**config.mk**
```make
export PLATFORM = sky130hd
export DESIGN_NAME = uart_rx_cfg
export DESIGN_NICKNAME = d
export VERILOG_FILES = /design/src/rtl/uart_rx_cfg.sv
export SDC_FILE = /design/constraint.sdc
export NUM_CORES = 1
export LEC_CHECK = 0
export ABC_CLOCK_PERIOD_IN_PS = 3750
export CORE_MARGIN = 2
export CORE_UTILIZATION = 59
export DETAILED_ROUTE_END_ITERATION = 8
export PLACE_DENSITY_LB_ADDON = 0.2
export SYNTH_ARGS = -nofsm -noshare
export SYNTH_HDL_FRONTEND = slang
export SYNTH_SLANG_ARGS = --single-unit
```
**constraint.sdc**
```tcl
create_clock -name i_Clock -period 3.75 [get_ports i_Clock]
set_input_delay 0.75 -clock i_Clock [delete_from_list [all_inputs] [get_ports i_Clock]]
set_output_delay 0.75 -clock i_Clock [all_outputs]
set_load 0.02 [all_outputs]
```
**src/rtl/uart_rx_cfg.sv**
```systemverilog
// rtl/uart_rx_cfg.sv - configurable UART receiver with parity/framing error flags and break recovery
module uart_rx_cfg #(
   parameter int CLKS_PER_BIT = 16,
   parameter int DATA_BITS    = 8,
   parameter int PARITY       = 0,
   parameter int STOP_BITS    = 1
) (
   input  logic                 i_Clock,
   input  logic                 i_Reset,
   input  logic                 i_Rx_Serial,
   output logic                 o_Rx_DV,
   output logic [DATA_BITS-1:0] o_Rx_Byte,
   output logic                 o_Parity_Err,
   output logic                 o_Frame_Err,
   output logic                 o_Busy
);

   localparam int CNT_W = $clog2(CLKS_PER_BIT);
   localparam int IDX_W = $clog2(DATA_BITS + 1);
   localparam logic [CNT_W-1:0] MID       = CNT_W'((CLKS_PER_BIT - 1) / 2);
   localparam logic [CNT_W-1:0] LAST_CNT  = CNT_W'(CLKS_PER_BIT - 1);
   localparam logic [IDX_W-1:0] LAST_DATA = IDX_W'(DATA_BITS - 1);
   localparam logic [IDX_W-1:0] LAST_STOP = IDX_W'(STOP_BITS - 1);

   typedef enum logic [2:0] {
      S_IDLE      = 3'd0,
      S_START     = 3'd1,
      S_DATA      = 3'd2,
      S_PARITY    = 3'd3,
      S_STOP      = 3'd4,
      S_WAIT_HIGH = 3'd5
   } state_t;

   state_t               state;
   state_t               next_state;
   logic                 sync_1;
   logic                 line;
   logic [CNT_W-1:0]     clk_cnt;
   logic [IDX_W-1:0]     bit_idx;
   logic [DATA_BITS-1:0] rx_shift;
   logic                 par_acc;
   logic                 par_err;
   logic                 frm_err;
   logic                 mid_tick;
   logic                 bit_tick;
   logic                 last_data;
   logic                 last_stop;
   logic                 busy_next;
   logic                 frame_done;

   assign mid_tick  = (clk_cnt == MID);
   assign bit_tick  = (clk_cnt == LAST_CNT);
   assign last_data = (bit_idx == LAST_DATA);
   assign last_stop = (bit_idx == LAST_STOP);

   always_ff @(posedge i_Clock) begin
      if (i_Reset) begin
         sync_1 <= 1'b1;
         line   <= 1'b1;
      end else begin
         sync_1 <= i_Rx_Serial;
         line   <= sync_1;
      end
   end

   always_ff @(posedge i_Clock) begin
      if (i_Reset) state <= S_IDLE;
      else         state <= next_state;
   end

   always_comb begin
      next_state = state;
      case (state)
         S_IDLE:      if (!line) next_state = S_START;
         S_START:     if (mid_tick) next_state = line ? S_IDLE : S_DATA;
         S_DATA:      if (bit_tick && last_data) next_state = (PARITY != 0) ? S_PARITY : S_STOP;
         S_PARITY:    if (bit_tick) next_state = S_STOP;
         // A low final stop bit means the line may be in break; wait for it to rise
         S_STOP:      if (bit_tick && last_stop) next_state = line ? S_IDLE : S_WAIT_HIGH;
         S_WAIT_HIGH: if (line) next_state = S_IDLE;
         default:     next_state = S_IDLE;
      endcase
   end

   always_comb begin
      busy_next  = (next_state != S_IDLE);
      frame_done = (state == S_STOP) && bit_tick && last_stop;
   end

   always_ff @(posedge i_Clock) begin
      if (i_Reset) begin
         clk_cnt      <= '0;
         bit_idx      <= '0;
         rx_shift     <= '0;
         par_acc      <= 1'b0;
         par_err      <= 1'b0;
         frm_err      <= 1'b0;
         o_Rx_DV      <= 1'b0;
         o_Rx_Byte    <= '0;
         o_Parity_Err <= 1'b0;
         o_Frame_Err  <= 1'b0;
         o_Busy       <= 1'b0;
      end else begin
         o_Rx_DV <= 1'b0;
         o_Busy  <= busy_next;
         case (state)
            S_START: begin
               clk_cnt <= mid_tick ? '0 : clk_cnt + 1'b1;
            end
            S_DATA: begin
               clk_cnt <= bit_tick ? '0 : clk_cnt + 1'b1;
               if (bit_tick) begin
                  // LSB arrives first, so shifting in from the top leaves it in bit 0
                  rx_shift <= {line, rx_shift[DATA_BITS-1:1]};
                  par_acc  <= par_acc ^ line;
                  bit_idx  <= last_data ? '0 : bit_idx + 1'b1;
               end
            end
            S_PARITY: begin
               clk_cnt <= bit_tick ? '0 : clk_cnt + 1'b1;
               if (bit_tick) par_err <= (PARITY == 1) ? ~(par_acc ^ line) : (par_acc ^ line);
            end
            S_STOP: begin
               clk_cnt <= bit_tick ? '0 : clk_cnt + 1'b1;
               if (bit_tick) begin
                  bit_idx <= bit_idx + 1'b1;
                  frm_err <= frm_err | ~line;
               end
               if (frame_done) begin
                  o_Rx_DV      <= 1'b1;
                  o_Rx_Byte    <= rx_shift;
                  o_Parity_Err <= par_err;
                  o_Frame_Err  <= frm_err | ~line;
               end
            end
            default: begin
               clk_cnt <= '0;
               bit_idx <= '0;
               par_acc <= 1'b0;
               par_err <= 1'b0;
               frm_err <= 1'b0;
            end
         endcase
      end
   end

endmodule
```
# [After elaboration in Yosys (flattened, before gate mapping)]
# Index checks and enable logic that the tools add are counted.
[word_totals] reg_bits=36 word_cells=76 romBits=0 input_bits=3 latch_bits=0 ramBits=0 n_memories=0 output_inout_bits=12
[classes] multipliers=0 div=0 magnitude_cmp=0 bitwise_logic=8 shift=0 eq_ne=11 add_sub_neg=2 mux=22 reduce_logical=19
[op_table] operator="$mux W3" count=7
[op_table] operator="$mux W4" count=5
[op_table] operator="$pmux W3 S6" count=1
[op_table] operator="$pmux W4 S3" count=1
[op_table] operator="$reduce_or A3 Y1" count=4
[op_table] operator="$reduce_and A2 Y1" count=5
[op_table] operator="$add A4 B1 Y4 const B" count=2
[op_table] operator="$eq A4 B3 Y1 const B" count=2
[op_table] operator="$pmux W4 S2" count=1
[op_table] operator="$eq A3 B2 Y1 const B" count=2
[op_table] operator="$eq A3 B3 Y1 const B" count=2
[op_table] operator="$ne A2 B2 Y1 const B" count=3
[op_table] operator="$not A1 Y1" count=6
[op_table] operator="$pmux W1 S2" count=3
[op_table] operator="$eq A4 B4 Y1 const B" count=1
[op_table] operator="$logic_and A1 B1 Y1" count=4
[op_table] operator="$logic_not A4 Y1" count=1
[op_table] operator="$reduce_or A2 Y1" count=2
[op_table] operator="$eq A3 B1 Y1 const B" count=1
[op_table] operator="$logic_not A3 Y1" count=1
[op_table] operator="$mux W1" count=3
[op_table] operator="$reduce_and A3 Y1" count=1
[op_table] operator="$reduce_bool A3 Y1" count=1
[op_table] operator="$mux W2" count=1
[op_table] operator="2 further kinds" count=2

# [Depth between registers and ports, before layout]
[logic_depth] word_depth=5 mapped_depth=8 ltp_nobuf=6

# [Least setup slack after synthesis]
# Ideal clock, no wire load.
[synth_path] kind="reg2reg" startpoint="reg clk_cnt[0]" endpoint="reg o_Parity_Err" path_buffers=3 required_ns=3.622 setup_slack_ns=2.129 synth_period_minus_slack_ns=1.621 arrival_ns=1.493 stages_incl_launch_ff=9 path_cell_list="dfxtp_1 ha_1 buf_4 and3_1 buf_4 nand4_1 buf_4 mux2i_1 nor2_1"
[synth_between] elab_chain_len=4
[synth_lines] item="from (decl)" line="38" source="logic [CNT_W-1:0] clk_cnt;"
[synth_lines] item="from (signal assigned)" line="108" source="clk_cnt <= mid_tick ? '0 : clk_cnt + 1'b1;"
[synth_lines] item="from (signal assigned)" line="111" source="clk_cnt <= bit_tick ? '0 : clk_cnt + 1'b1;"
[synth_lines] item="from (signal assigned)" line="120" source="clk_cnt <= bit_tick ? '0 : clk_cnt + 1'b1;"
[synth_lines] item="$eq A4 B4 Y1" line="52" source="assign bit_tick = (clk_cnt == LAST_CNT);"
[synth_lines] item="$logic_and A1 B1 Y1 (2 in series)" line="87" source="frame_done = (state == S_STOP) && bit_tick && last_stop;"
[synth_lines] item="$reduce_and A2 Y1 (no line)"
[synth_lines] item="to (signal assigned)" line="132" source="o_Parity_Err <= par_err;"
[synth_lines] item="to (decl)" line="13" source="output logic o_Parity_Err,"
# No other way between the ends.
# A chain may end at the register's enable or synchronous reset.

# [Worst setup path after layout]
[layout_path] startpoint="reg clk_cnt[0]" endpoint="reg o_Frame_Err"
[layout_between] elab_chain_len=4
[layout_lines] item="$eq A4 B4 Y1" line="52"
[layout_lines] item="$logic_and A1 B1 Y1 (2 in series)" line="87"
[layout_lines] item="$reduce_and A2 Y1 (no line)"
[layout_lines] item="to (signal assigned)" line="133" source="o_Frame_Err <= frm_err | ~line;"
[layout_lines] item="to (decl)" line="14" source="output logic o_Frame_Err,"
# No other way between the ends.

==> results.py <==
metrics = {
    "synthesis": {
        "number_of_nets_in_the_synthesized_netlist": 182,
        "number_of_enable_flip_flop_cells_after_synthesis": 0,
        "synth-seq-cells": 36,
        "postSynthAreaPerCell_um2": 9.242,
        "fraction_of_the_mapped_netlist_area_in_adder_cells": 0.02308,
        "muxShareOfSynthArea": 0.1108,
        "largest_family_of_logic_cells_by_synthesized_area": "simple AND/OR/NAND/NOR gates",
        "post_synth_num_cell_types": 42,
        "mappedNetlistArea_um2": 1627,
        "compound_cell_area_share_of_the_yosys_netlist": 0.1162,
        "synth.yosys.warnings": 0,
        "ys_async_sr_fraction": 0,
        "synth_flop_cell": "sky130_fd_sc_hd__dfxtp_1",
        "ys_seq_area_frac": 0.4431,
        "synth-simple-area-share": 0.2185,
        "netlist_instances": 176,
        "synth-xor-area-share": 0.03231,
    },
    "worst_setup_path": {
        "critical_path_arrival_ns": 2.60,
        "timing_worst_setup_path_type": "reg2reg",
        "worst_r2r_endpoint": "o_Frame_Err$_SDFFE_PP0P_",
        "worstPathRequired_ns": 4.02,
        "worst-path-max-fanout": 12,
        "critPathCaptureType": "register",
        "regToRegStartpoint": "clk_cnt[0]$_SDFF_PP0_",
        "worst-r2r-cell-count": 5,
        "worstSetupStartpoint": "clk_cnt[0]$_SDFF_PP0_",
        "worst_setup_path_start_kind": "register",
        "ff2ff_setup_slack_ns": 1.42,
    },
    "worst_hold_path": {
        "worst_hold_startpoint": "sync_1$_SDFF_PP1_",
        "hold_path.class": "reg2reg",
        "whs_endpoint": "line$_SDFF_PP1_",
        "number_of_cells_on_the_worst_hold_path": 1,
    },
    "global_routing": {
        "gr-usage-all-layers": 0.1981,
        "overflow": 0,
        "initial_antenna_violation_count": 0,
        "grt_max_degree": 30,
        "grt_first_pass_wirelength_mm": 4.933,
        "first_global_vias": 1111,
    },
    "sta": {
        "layout_min_cycle_time_ns": 2.333,
        "slew_headroom": 0.3654,
        "holdWs_ns": 0.4318,
        "maxClockFrequency_ghz": 0.4287,
        "setup_tns_ns": 0,
        "clock_skew_ns": 0.004794,
        "finalMaxSlewViolations": 0,
        "final_setup_fails": 0,
        "worst_slew_pin_slew_ns": 0.9489,
        "final.period_utilization": 0.6220,
        "final-hold-violation-count": 0,
        "grt_setup_unrepaired": "false",
    },
    "clock_network": {
        "ctsLongestPathBuffers": 2,
        "cts-resized-gates": 0,
        "numCtsBuffers": 5,
        "worst_skew_pair.late_latency_ns": 0.34,
        "postCtsSetupRepairBufs": 0,
        "htree_levels": 2,
        "cts.clk_slew.worst_paths_ns": 0.11,
        "clkSinkCount": 36,
        "tritoncts_clock_tree": "done",
        "postCtsHoldBufs": 0,
        "cts_root_buffer": "sky130_fd_sc_hd__clkbuf_4",
    },
    "power_and_ir_drop": {
        "power.static_leakage_nw": 0.6996,
        "max-vdd-ir-drop_mv": 0.4125,
        "pd_cells_nw_per_um2": 366.5,
        "p_total_mw": 0.6594,
    },
    "placed_design": {
        "gp_congestion": 0.8618,
        "dpl.hpwl_mm": 2.012,
        "port_buffers": 14,
    },
    "floorplan": {
        "floorplan.initialDensity": 0.6055,
        "die_area_um2": 3193,
        "vert_die_dim_um": 56.51,
        "ios": 15,
        "placeableCoreArea_um2": 2686,
        "die_width_um": 56.51,
        "placement_rows": 19,
    },
    "drt": {
        "final_antenna_net_count": 0,
        "vias_per_cell": 5.756,
        "drc": 0,
        "drt_first_iter_violations": 29,
        "wl_per_cell_um": 13.26,
        "routed_wl_mm": 2.877,
        "1st_pass_router_iterations": 4,
        "dr_total_vias": 1249,
    },
    "final_layout": {
        "final_layout_size_suffix_gt1_frac": 0.06989,
        "area.sequential_um2": 720.7,
        "layout.cells.most_common_list": "sky130_fd_sc_hd__dfxtp_1, sky130_fd_sc_hd__nor2_1, sky130_fd_sc_hd__mux2i_1",
        "n_antenna_cell": 0,
        "fill_cells": 216,
        "finish.net_count": 191,
        "multi_input_comb_area_um2": 814.5,
        "layout.cells.most_common": "sky130_fd_sc_hd__dfxtp_1",
        "area_added_between_synthesis_and_finish_pct": 10.62,
    },
    "flow_run": {
        "cap_viol_max_count": 0,
    },
    "run_status": {
        "status": "complete, no violations",
    },
}
[worst max path at each step]
stage / to / slack (ns) / cells after the start
4_1_cts: o_Frame_Err$_SDFFE_PP0P_ / 1.41 / 5
3_3_place_gp: bit_idx[3]$_SDFFE_PP0P_ / 1.38 / 3
6_report: o_Frame_Err$_SDFFE_PP0P_ / 1.42 / 5
2_1_floorplan: o_Parity_Err$_SDFFE_PP0P_ / 2.13 / 8
3_5_place_dp: bit_idx[3]$_SDFFE_PP0P_ / 1.36 / 3
5_1_grt: o_Frame_Err$_SDFFE_PP0P_ / 1.14 / 5
[critical path: stages (launching register included)]
cell and delay, ns:
sky130_fd_sc_hd__dfxtp_1 0.37, sky130_fd_sc_hd__ha_1 0.33, sky130_fd_sc_hd__and3_1 0.41, sky130_fd_sc_hd__nand4_1 0.63, sky130_fd_sc_hd__nor2b_1 0.35, sky130_fd_sc_hd__nor3_1 0.16
[synthesized netlist by cell type (3+ instances only)]
master                     count  area [um^2]
sky130_fd_sc_hd__nor2_1       32        120.1
sky130_fd_sc_hd__clkbuf_1      3        11.26
sky130_fd_sc_hd__buf_4         5        37.54
sky130_fd_sc_hd__inv_1         5        18.77
sky130_fd_sc_hd__mux2i_1      18        180.2
sky130_fd_sc_hd__nand3_1       7        35.03
sky130_fd_sc_hd__o21ai_0       4        20.02
sky130_fd_sc_hd__xnor2_1       3        26.28
sky130_fd_sc_hd__a21oi_1       6        30.03
sky130_fd_sc_hd__ha_1          3        37.54
sky130_fd_sc_hd__nand4_1       3        18.77
sky130_fd_sc_hd__buf_2         4        20.02
sky130_fd_sc_hd__dfxtp_1      36        720.7
sky130_fd_sc_hd__xor2_1        3        26.28
sky130_fd_sc_hd__nand2_1       5        18.77
sky130_fd_sc_hd__a21o_1        4        30.03
sky130_fd_sc_hd__nor3_1        3        15.01
[state kept, by name (all words and copies together) (netlist names), 3 cells and up]
name,count
bit_idx,4
clk_cnt,4
o_Rx_Byte,8
rx_shift,8
state,3
[metal layers]
metal	part of all wire	up-vias	wire, um	GRT usage
met2	0.47	36	1341	0.3023
met3	0.058	6	168	0.05300
met5	0	-	0	0
li1	-	632	-	-
met4	0.013	0	38	0.08163
met1	0.46	575	1328	0.2646
[cell families after synthesis]
family          after synthesis
simple gates                 69
buf+inv                      18
xor+xnor                      6
mux                          18
compound gates               26
fa+ha+maj                     3
flops                        36
[where the power goes]
group / switching, mW / internal, mW / total [mW]
clock: 0.128 / 0.0917 / 0.220
combinational: 0.0235 / 0.0192 / 0.0427
sequential: 0.00907 / 0.387 / 0.396
total: 0.161 / 0.498 / 0.659
[layout make-up]
type                    count  share of cell area
multi-input cells         122              0.4527
flip-flops and latches     36              0.4006
repair buffers             14             0.07789
clock buffers               7             0.03060
well taps                  31             0.02156
inverters                   6             0.01252
clock inverters             1            0.004172
[stage by stage]
step	cells	worst slack (ns)	cell area (um^2)	util
after floorplan	176	2.129	1627	-
after global placement	209	1.382	1737	0.6465
after detailed placement	209	1.363	1737	0.6465
after CTS	217	1.411	1799	0.6698
after global routing	217	1.140	1799	0.6698
final	217	1.417	1799	0.6698
Power figures use the tool's default switching activity.
